$ cat src/rtl/bram_lsu_aligner.sv
// Load/store alignment stage in front of a byte-enable BRAM port: splits misaligned
// accesses into two word accesses and merges/extends load data on the way back.
module bram_lsu_aligner #(
    parameter int CORE       = 0,
    parameter int ADDR_WIDTH = 8
) (
    input  logic                  clock,
    input  logic                  reset,
    input  logic                  req_valid,
    output logic                  req_ready,
    input  logic                  req_write,
    input  logic [1:0]            req_size,
    input  logic                  req_unsigned,
    input  logic [ADDR_WIDTH+1:0] req_addr,
    input  logic [31:0]           req_wdata,
    output logic                  resp_valid,
    output logic [31:0]           resp_rdata,
    output logic                  resp_split,
    output logic                  mem_readEnable,
    output logic                  mem_writeEnable,
    output logic [3:0]            mem_writeByteEnable,
    output logic [ADDR_WIDTH-1:0] mem_address,
    output logic [31:0]           mem_writeData,
    input  logic [31:0]           mem_readData
);

    typedef enum logic [2:0] {
        S_IDLE = 3'd0,
        S_LD1  = 3'd1,
        S_LD2  = 3'd2,
        S_ST2  = 3'd3,
        S_RESP = 3'd4
    } state_e;

    localparam logic [ADDR_WIDTH-1:0] WORD_ONE = {{(ADDR_WIDTH-1){1'b0}}, 1'b1};

    // CORE only tags the instance for debug; it has no effect on the logic.
    if (CORE < 0) begin : g_core_tag
    end

    function automatic logic [31:0] extend_load(input logic [31:0] raw,
                                                input logic [1:0]  size,
                                                input logic        uns);
        logic [31:0] res;
        case (size)
            2'd0:    res = {{24{~uns & raw[7]}}, raw[7:0]};
            2'd1:    res = {{16{~uns & raw[15]}}, raw[15:0]};
            default: res = raw;
        endcase
        return res;
    endfunction

    state_e                  state_q, state_d;
    logic                    write_q;
    logic [1:0]              size_q;
    logic                    uns_q;
    logic [1:0]              off_q;
    logic [ADDR_WIDTH-1:0]   word_q;
    logic                    split_q;
    logic [3:0]              be2_q;
    logic [31:0]             wdata_q;
    logic [31:0]             w1_q;
    logic                    resp_valid_q, resp_valid_d;
    logic [31:0]             resp_rdata_q, resp_rdata_d;
    logic                    resp_split_q, resp_split_d;

    logic                    accept_s;
    logic [1:0]              off_s;
    logic [ADDR_WIDTH-1:0]   word_s;
    logic [3:0]              mask_s;
    logic [7:0]              be_wide_s;
    logic                    split_s;
    logic [4:0]              sh_s;
    logic [31:0]             wrot_s;
    logic [31:0]             merge_w1_s, merge_w2_s, merged_s;
    logic                    load_done_s;
    logic                    re_s, we_s;
    logic [3:0]              be_s;
    logic [ADDR_WIDTH-1:0]   addr_s;
    logic [31:0]             wd_s;

    assign req_ready = reset & (state_q == S_IDLE);
    assign accept_s  = req_valid & req_ready;
    assign off_s     = req_addr[1:0];
    assign word_s    = req_addr[ADDR_WIDTH+1:2];
    assign sh_s      = {off_s, 3'b000};

    // Request decode: lane mask, split detection, rotated store data.
    always_comb begin
        case (req_size)
            2'd0:    mask_s = 4'b0001;
            2'd1:    mask_s = 4'b0011;
            default: mask_s = 4'b1111;
        endcase
        case (req_size)
            2'd0:    split_s = 1'b0;
            2'd1:    split_s = (off_s == 2'd3);
            default: split_s = (off_s != 2'd0);
        endcase
        // High nibble of the widened shift is exactly the second-access enable set.
        be_wide_s = {4'b0000, mask_s} << off_s;
        wrot_s    = (req_wdata << sh_s) | (req_wdata >> (6'd32 - {1'b0, sh_s}));
    end

    // Next-state, BRAM access drive and response staging.
    always_comb begin
        state_d      = state_q;
        re_s         = 1'b0;
        we_s         = 1'b0;
        be_s         = 4'b0000;
        addr_s       = {ADDR_WIDTH{1'b0}};
        wd_s         = 32'h0000_0000;
        resp_valid_d = 1'b0;
        resp_split_d = 1'b0;
        merge_w1_s   = w1_q;
        merge_w2_s   = 32'h0000_0000;
        load_done_s  = 1'b0;
        case (state_q)
            S_IDLE: begin
                if (accept_s) begin
                    addr_s = word_s;
                    if (req_write) begin
                        we_s = 1'b1;
                        be_s = be_wide_s[3:0];
                        wd_s = wrot_s;
                        if (split_s) begin
                            state_d = S_ST2;
                        end else begin
                            state_d      = S_RESP;
                            resp_valid_d = 1'b1;
                        end
                    end else begin
                        re_s    = 1'b1;
                        state_d = S_LD1;
                    end
                end else begin
                    state_d = S_IDLE;
                end
            end
            S_LD1: begin
                merge_w1_s = mem_readData;
                if (split_q) begin
                    re_s    = 1'b1;
                    addr_s  = word_q + WORD_ONE;
                    state_d = S_LD2;
                end else begin
                    state_d      = S_RESP;
                    resp_valid_d = 1'b1;
                    load_done_s  = 1'b1;
                end
            end
            S_LD2: begin
                merge_w2_s   = mem_readData;
                state_d      = S_RESP;
                resp_valid_d = 1'b1;
                resp_split_d = 1'b1;
                load_done_s  = 1'b1;
            end
            S_ST2: begin
                we_s         = 1'b1;
                be_s         = be2_q;
                addr_s       = word_q + WORD_ONE;
                wd_s         = wdata_q;
                state_d      = S_RESP;
                resp_valid_d = 1'b1;
                resp_split_d = 1'b1;
            end
            S_RESP: begin
                state_d = S_IDLE;
            end
            default: begin
                state_d = S_IDLE;
            end
        endcase
        merged_s = 32'({merge_w2_s, merge_w1_s} >> {off_q, 3'b000});
        if (load_done_s && !write_q) begin
            resp_rdata_d = extend_load(merged_s, size_q, uns_q);
        end else begin
            resp_rdata_d = 32'h0000_0000;
        end
    end

    // State, captured request fields, first read word and registered response.
    always_ff @(posedge clock or negedge reset) begin
        if (!reset) begin
            state_q      <= S_IDLE;
            write_q      <= 1'b0;
            size_q       <= 2'd0;
            uns_q        <= 1'b0;
            off_q        <= 2'd0;
            word_q       <= {ADDR_WIDTH{1'b0}};
            split_q      <= 1'b0;
            be2_q        <= 4'b0000;
            wdata_q      <= 32'h0000_0000;
            w1_q         <= 32'h0000_0000;
            resp_valid_q <= 1'b0;
            resp_rdata_q <= 32'h0000_0000;
            resp_split_q <= 1'b0;
        end else begin
            state_q <= state_d;
            if (accept_s) begin
                write_q <= req_write;
                size_q  <= req_size;
                uns_q   <= req_unsigned;
                off_q   <= off_s;
                word_q  <= word_s;
                split_q <= split_s;
                be2_q   <= be_wide_s[7:4];
                wdata_q <= wrot_s;
            end
            if (state_q == S_LD1) begin
                w1_q <= mem_readData;
            end
            resp_valid_q <= resp_valid_d;
            resp_rdata_q <= resp_rdata_d;
            resp_split_q <= resp_split_d;
        end
    end

    assign resp_valid          = resp_valid_q;
    assign resp_rdata          = resp_rdata_q;
    assign resp_split          = resp_split_q;
    assign mem_readEnable      = re_s;
    assign mem_writeEnable     = we_s;
    assign mem_writeByteEnable = be_s;
    assign mem_address         = addr_s;
    assign mem_writeData       = wd_s;

endmodule

$ cat config.mk
export PLATFORM = sky130hd
export DESIGN_NAME = bram_lsu_aligner
export DESIGN_NICKNAME = d
export VERILOG_FILES = /design/src/rtl/bram_lsu_aligner.sv
export SDC_FILE = /design/constraint.sdc
export NUM_CORES = 1
export LEC_CHECK = 0
export CORE_ASPECT_RATIO = 0.75
export CORE_MARGIN = 5
export CORE_UTILIZATION = 50
export CTS_CLUSTER_SIZE = 12
export DETAILED_ROUTE_END_ITERATION = 12
export PLACE_DENSITY_LB_ADDON = 0.15
export SLEW_MARGIN = 20
export SYNTH_ARGS = -nofsm -noshare
export SYNTH_HDL_FRONTEND = slang
export SYNTH_SLANG_ARGS = --single-unit
$ cat constraint.sdc
create_clock -name clock -period 5.7 [get_ports clock]
set_input_delay 1.425 -clock clock [delete_from_list [all_inputs] [get_ports clock]]
set_output_delay 1.425 -clock clock [all_outputs]
set_load 0.005 [all_outputs]
**After elaboration in Yosys (flattened, before gate mapping)**

Cells that the tools add are included.

- $add $sub $neg: 2
- $mul: 0
- Div/mod/pow operators: 0
- Order comparisons: 0
- Equal/unequal tests: 6
- Shift operators: 4
- Mux-type cells: 34
- Bitwise gates (word level): 6
- Reduce and logical (&&, ||, !) cells: 7

Operators with widths:

| cell | count |
|---|---|
| $mux W32 | 5 |
| $pmux W32 S2 | 2 |
| $shr A64 B5 Y32 | 1 |
| $or A32 B32 Y32 | 1 |
| $shl A32 B5 Y32 | 1 |
| $shr A32 B6 Y32 | 1 |
| $pmux W8 S3 | 1 |
| $mux W8 | 2 |
| $pmux W4 S2 | 2 |
| $mux W3 | 4 |
| $mux W1 | 10 |
| $pmux W3 S3 | 1 |
| $add A8 B1 Y8 const B | 1 |
| $mux W4 | 2 |
| $pmux W1 S2 | 4 |
| $shl A4 B2 Y8 | 1 |
| $eq A3 B2 Y1 const B | 2 |
| $sub A6 B5 Y6 const A | 1 |
| $and A1 B1 Y1 | 4 |
| $eq A2 B1 Y1 const B | 2 |
| $logic_not A2 Y1 | 2 |
| $eq A3 B1 Y1 const B | 1 |
| $logic_not A3 Y1 | 1 |
| $pmux W1 S3 | 1 |
| 6 further kinds | 6 |

- Register bits: 120
- Bits in latches: 0
- Memory bits (writable): 0
- ROM bits: 0
- Input bits: 81
- Output and inout bits: 81
- Word-level logic and storage cells: 72
- Memories: 0

**Logic depth before layout (Yosys ltp)**

Gate-level depths: netlist of the first run.

- Word-level depth: 6
- Mapped depth: 11
- Gate-level depth less buffers: 7

**Worst setup path before layout of the first run**

Ideal clock, no wire load.

- Kind: input port to output port
- Start point: input req_addr[0]
- End point: output mem_writeData[25]
- Arrival time: 3,863 ps
- Required time: 4,275 ps
- Path slack: 412 ps
- Cell stages on the path: 10
- Path buffers: 4
- Cells stage by stage: clkbuf_1 -> clkinv_1 -> clkbuf_1 -> ha_1 -> or2_2 -> clkbuf_1 -> a21oi_1 -> clkbuf_1 -> a221oi_1 -> o21ai_0

- Longest elaborated chain between the ends: 6

RTL lines:

| element | RTL line | RTL |
|---|---|---|
| from (decl) | 14 | `input logic [ADDR_WIDTH+1:0] req_addr,` |
| $sub A6 B5 Y6 | 102 | `wrot_s = (req_wdata << sh_s) \| (req_wdata >> (6'd32 - {1'b0, sh_s}));` |
| $shr A32 B6 Y32 | 102 |  |
| $or A32 B32 Y32 * | 102 |  |
| $mux W32 * | 122 | `if (req_write) begin` |
| $mux W32 * | 120 | `if (accept_s) begin` |
| $pmux W32 S2 * | 118 | `case (state_q)` |
| to (decl) | 23 | `output logic [31:0] mem_writeData,` |

Mark *: on every way between the ends. The rest lies on a longest branch, timed or not.

**Final worst setup path of the first run**

- Start point: input req_addr[0]
- End point: output mem_writeData[29]

Same word-level chain as after synthesis.

==> run summary, run 1 <==
Peak VDD IR - 0.229 mV
initial antenna violation count - 0
crit-path max cell delay - 560 ps
GRT Total Usage - 0.267
# diodes - 0
Synth Instances - 747
Clock Pin Slew Worst Setup and Hold Paths - 60 ps
1st-iter DRT viols - 584
most frequent cells in the layout - 160 x nand2_1, 160 x clkdlybuf4s50_1, 117 x dfrtp_1
Slew Viols, Final - 0
largest net degree at the start of global routing - 75
share of layout cells above drive strength 1 - 0.135
final clock skew - 5.06 ps
#FFs+latches synth - 118
setup tns final - 0 ps
critical-path cell list - clkdlybuf4s50_1 -> clkinv_1 -> ha_1 -> or2_2 -> a21oi_1 -> buf_4 -> a222oi_1 -> o21ai_1 -> clkdlybuf4s50_1
Avg Inst Size Synth - 9.00 µm²
core area - 0.0131 mm²
Synth warnings - 0
Worst EP required - 4280 ps
Critical Path AT - 4060 ps
first-pass GRT wire length - 33.8 mm
status - finished, final reports clean
hold_buf cts - 0
die height - 110 µm
LEAKAGE - 0.00392 µW
grt ovf - 0
final core utilization - 0.696
CP endpoint kind - output pin
Top delay family on crit path - buffers and inverters
CTS tree - yes
die width - 144 µm
clock sinks - 118
Hold WS - 467 ps
Worst setup SP type - input port
Area Growth Syn to Fin - 35.2%
Mapped Area - 0.00673 mm²
crit-path max FO - 6
CP max stage cell - clkdlybuf4s50_1
Least-Margin Pin Slew - 1150 ps
CTS resizes - 0
post-DP HPWL - 14.4 mm
Post-synth ARST share - 1.00
filler cell count - 994
die area - 0.0159 mm²
via count of the first global-routing pass - 6,254
Num CTS Buffers - 17
GPL Wtd Cong - 0.895
Cell Rows - 36
number of vias per cell - 5.84
fin crit period - 5480 ps
Post-synth EDFFs - 0
Synth cell types - 54
clk_lat worst skew - 410 ps
DRC - 0
worst setup path category - input port to output pin
Max Buffers Root-to-Sink - 2
Final ANT Viol Nets - 0
num ports - 162
Final Cycle Share - 0.962
via count - 6,283
Root Driver - clkbuf_16
final WL - 21.0 mm
TritonRoute pass-1 iters - 5
PortBufs - 161
CP Buf/Inv Count - 4
RSZ-0062 raised after global routing - false
PwrDens - 379 mW/mm²
H-tree levels - 4
Hold Crit Class - flip-flop to flip-flop
Post-CTS Setup Inserts - 0
final hold violations - 0
Syn Nets - 831
Most used DFF post-synth - dfrtp_1
effective utilization at floorplan - 0.515
sequential cell area fraction in the yosys report - 0.439
Max Clk Rate - 0.182 GHz
wire per inst - 19.6 µm
Final Setup Violations - 0
max-cap violations - 0
Crit path top cell by count - clkdlybuf4s50_1
nets@finish - 977
Slew headroom - 0.227
[stage by stage]
step                instances  total power [µW]  instance area, µm²  setup slack [ps]
detailed placement       1045              2320                8480               278
global route             1076              3630                9090              93.3
finish                   1076              3450                9090               217
CTS                      1076              3440                9090               262
floorplan                 747              1920                6730               412
global placement         1045              2270                8480               301
[synthesized netlist by cell type, types with 4 or more instances]
master    count  area, µm²
a21oi_1      53        265
a221oi_1     12        105
a222oi_1      7       70.1
a22o_1        8       70.1
a22oi_1       7       52.6
buf_1         7       26.3
buf_2         8       40.0
clkbuf_1     37        139
dfrtp_1     118       2950
inv_1        24       90.1
mux2_2       50        563
mux2i_1      46        460
nand2_1     161        604
nand3_2       7       70.1
nor2_1       40        150
o211ai_1      9       67.6
o21ai_0      83        415
o21ai_1       9       45.0
o21bai_1      4       30.0
xnor2_1       4       35.0
[cells by family (layout without fill, tap and decap cells)]
logic type,after synthesis,after routing,share of synthesized area
xor+xnor,7,7,0.00912
simple gates,235,235,0.153
mux,98,98,0.159
buf+inv,79,237,0.0478
compound gates,207,207,0.186
flops,118,118,0.439
fa+ha+maj,3,3,0.00558
[final timing paths]
kind / slack, ps / to / startpoint / cells after the start
setup / recovery: 220 / mem_writeData[29] / req_addr[0] / 9
hold / removal: 470 / be2_q[0] / be2_q[0] / 2
setup reg to reg: 2720 / resp_rdata[22] / resp_valid / 6
hold reg to reg: 470 / be2_q[0] / be2_q[0] / 2
max in group asynchronous: 3150 / off_q[0] / reset / 3
min in group asynchronous: 1120 / word_q[5] / reset / 2
[area by class of cell]
class                           count  area (µm²)  area share
Multi-Input combinational cell    550        3460       0.381
Sequential cell                   118        2950       0.325
Timing Repair Buffer              181        1760       0.194
Clock buffer                       19         453      0.0498
Tap cell                          171         214      0.0235
Clock inverter                     12         153      0.0168
Inverter                           25        93.8      0.0103
[routing by layer]
metal / track usage / up-vias / wire length, µm / part of all wire
li1: - / 2915 / - / -
met1: 0.388 / 3067 / 9450 / 0.45
met5: 0 / - / 0 / 0
met2: 0.393 / 273 / 9520 / 0.45
met3: 0.0678 / 28 / 1760 / 0.084
met4: 0.0778 / 0 / 308 / 0.015
[worst min-delay path: cells and delay by family (launching register included)]
family | cells | cell delay (ps)
flip-flops | 1 | 340
AND/OR/NAND/NOR | 2 | 100
[where the power goes]
group	switching, µW	leakage (µW)	total (µW)	internal (µW)
registers	174	0.00150	1270	1100
logic	562	0.00213	1060	497
clock network	406	0.000299	1110	708
[sequential cells by signal, summed over array words and instances (netlist names), 2 cells and up]
| signal | count |
|---|---|
| be2_q | 3 |
| off_q | 2 |
| state_q | 2 |
| w1_q | 32 |
| size_q | 2 |
| wdata_q | 32 |
| resp_rdata | 32 |
| word_q | 8 |
(Power assumes the default switching activity.)
==> inputs of run 2 (changes only) <==
--- a/config.mk
+++ b/config.mk
@@ -5,11 +5,13 @@
 export SDC_FILE = /design/constraint.sdc
 export NUM_CORES = 1
 export LEC_CHECK = 0
+export ABC_CLOCK_PERIOD_IN_PS = 5700
 export CORE_ASPECT_RATIO = 0.75
 export CORE_MARGIN = 5
 export CORE_UTILIZATION = 50
 export CTS_CLUSTER_SIZE = 12
 export DETAILED_ROUTE_END_ITERATION = 12
+export HOLD_SLACK_MARGIN = 0.1
 export PLACE_DENSITY_LB_ADDON = 0.15
 export SLEW_MARGIN = 20
 export SYNTH_ARGS = -nofsm -noshare
==> results of run 2 <==
Final layout, timing and power as in run 1 (identical DEF).
==> inputs of run 3 (changes only) <==
--- a/config.mk
+++ b/config.mk
@@ -13,6 +13,7 @@
 export DETAILED_ROUTE_END_ITERATION = 12
 export HOLD_SLACK_MARGIN = 0.1
 export PLACE_DENSITY_LB_ADDON = 0.15
+export SKIP_CTS_REPAIR_TIMING = 1
 export SLEW_MARGIN = 20
 export SYNTH_ARGS = -nofsm -noshare
 export SYNTH_HDL_FRONTEND = slang
==> results of run 3 <==
Final layout, timing and power as in run 1 (identical DEF).
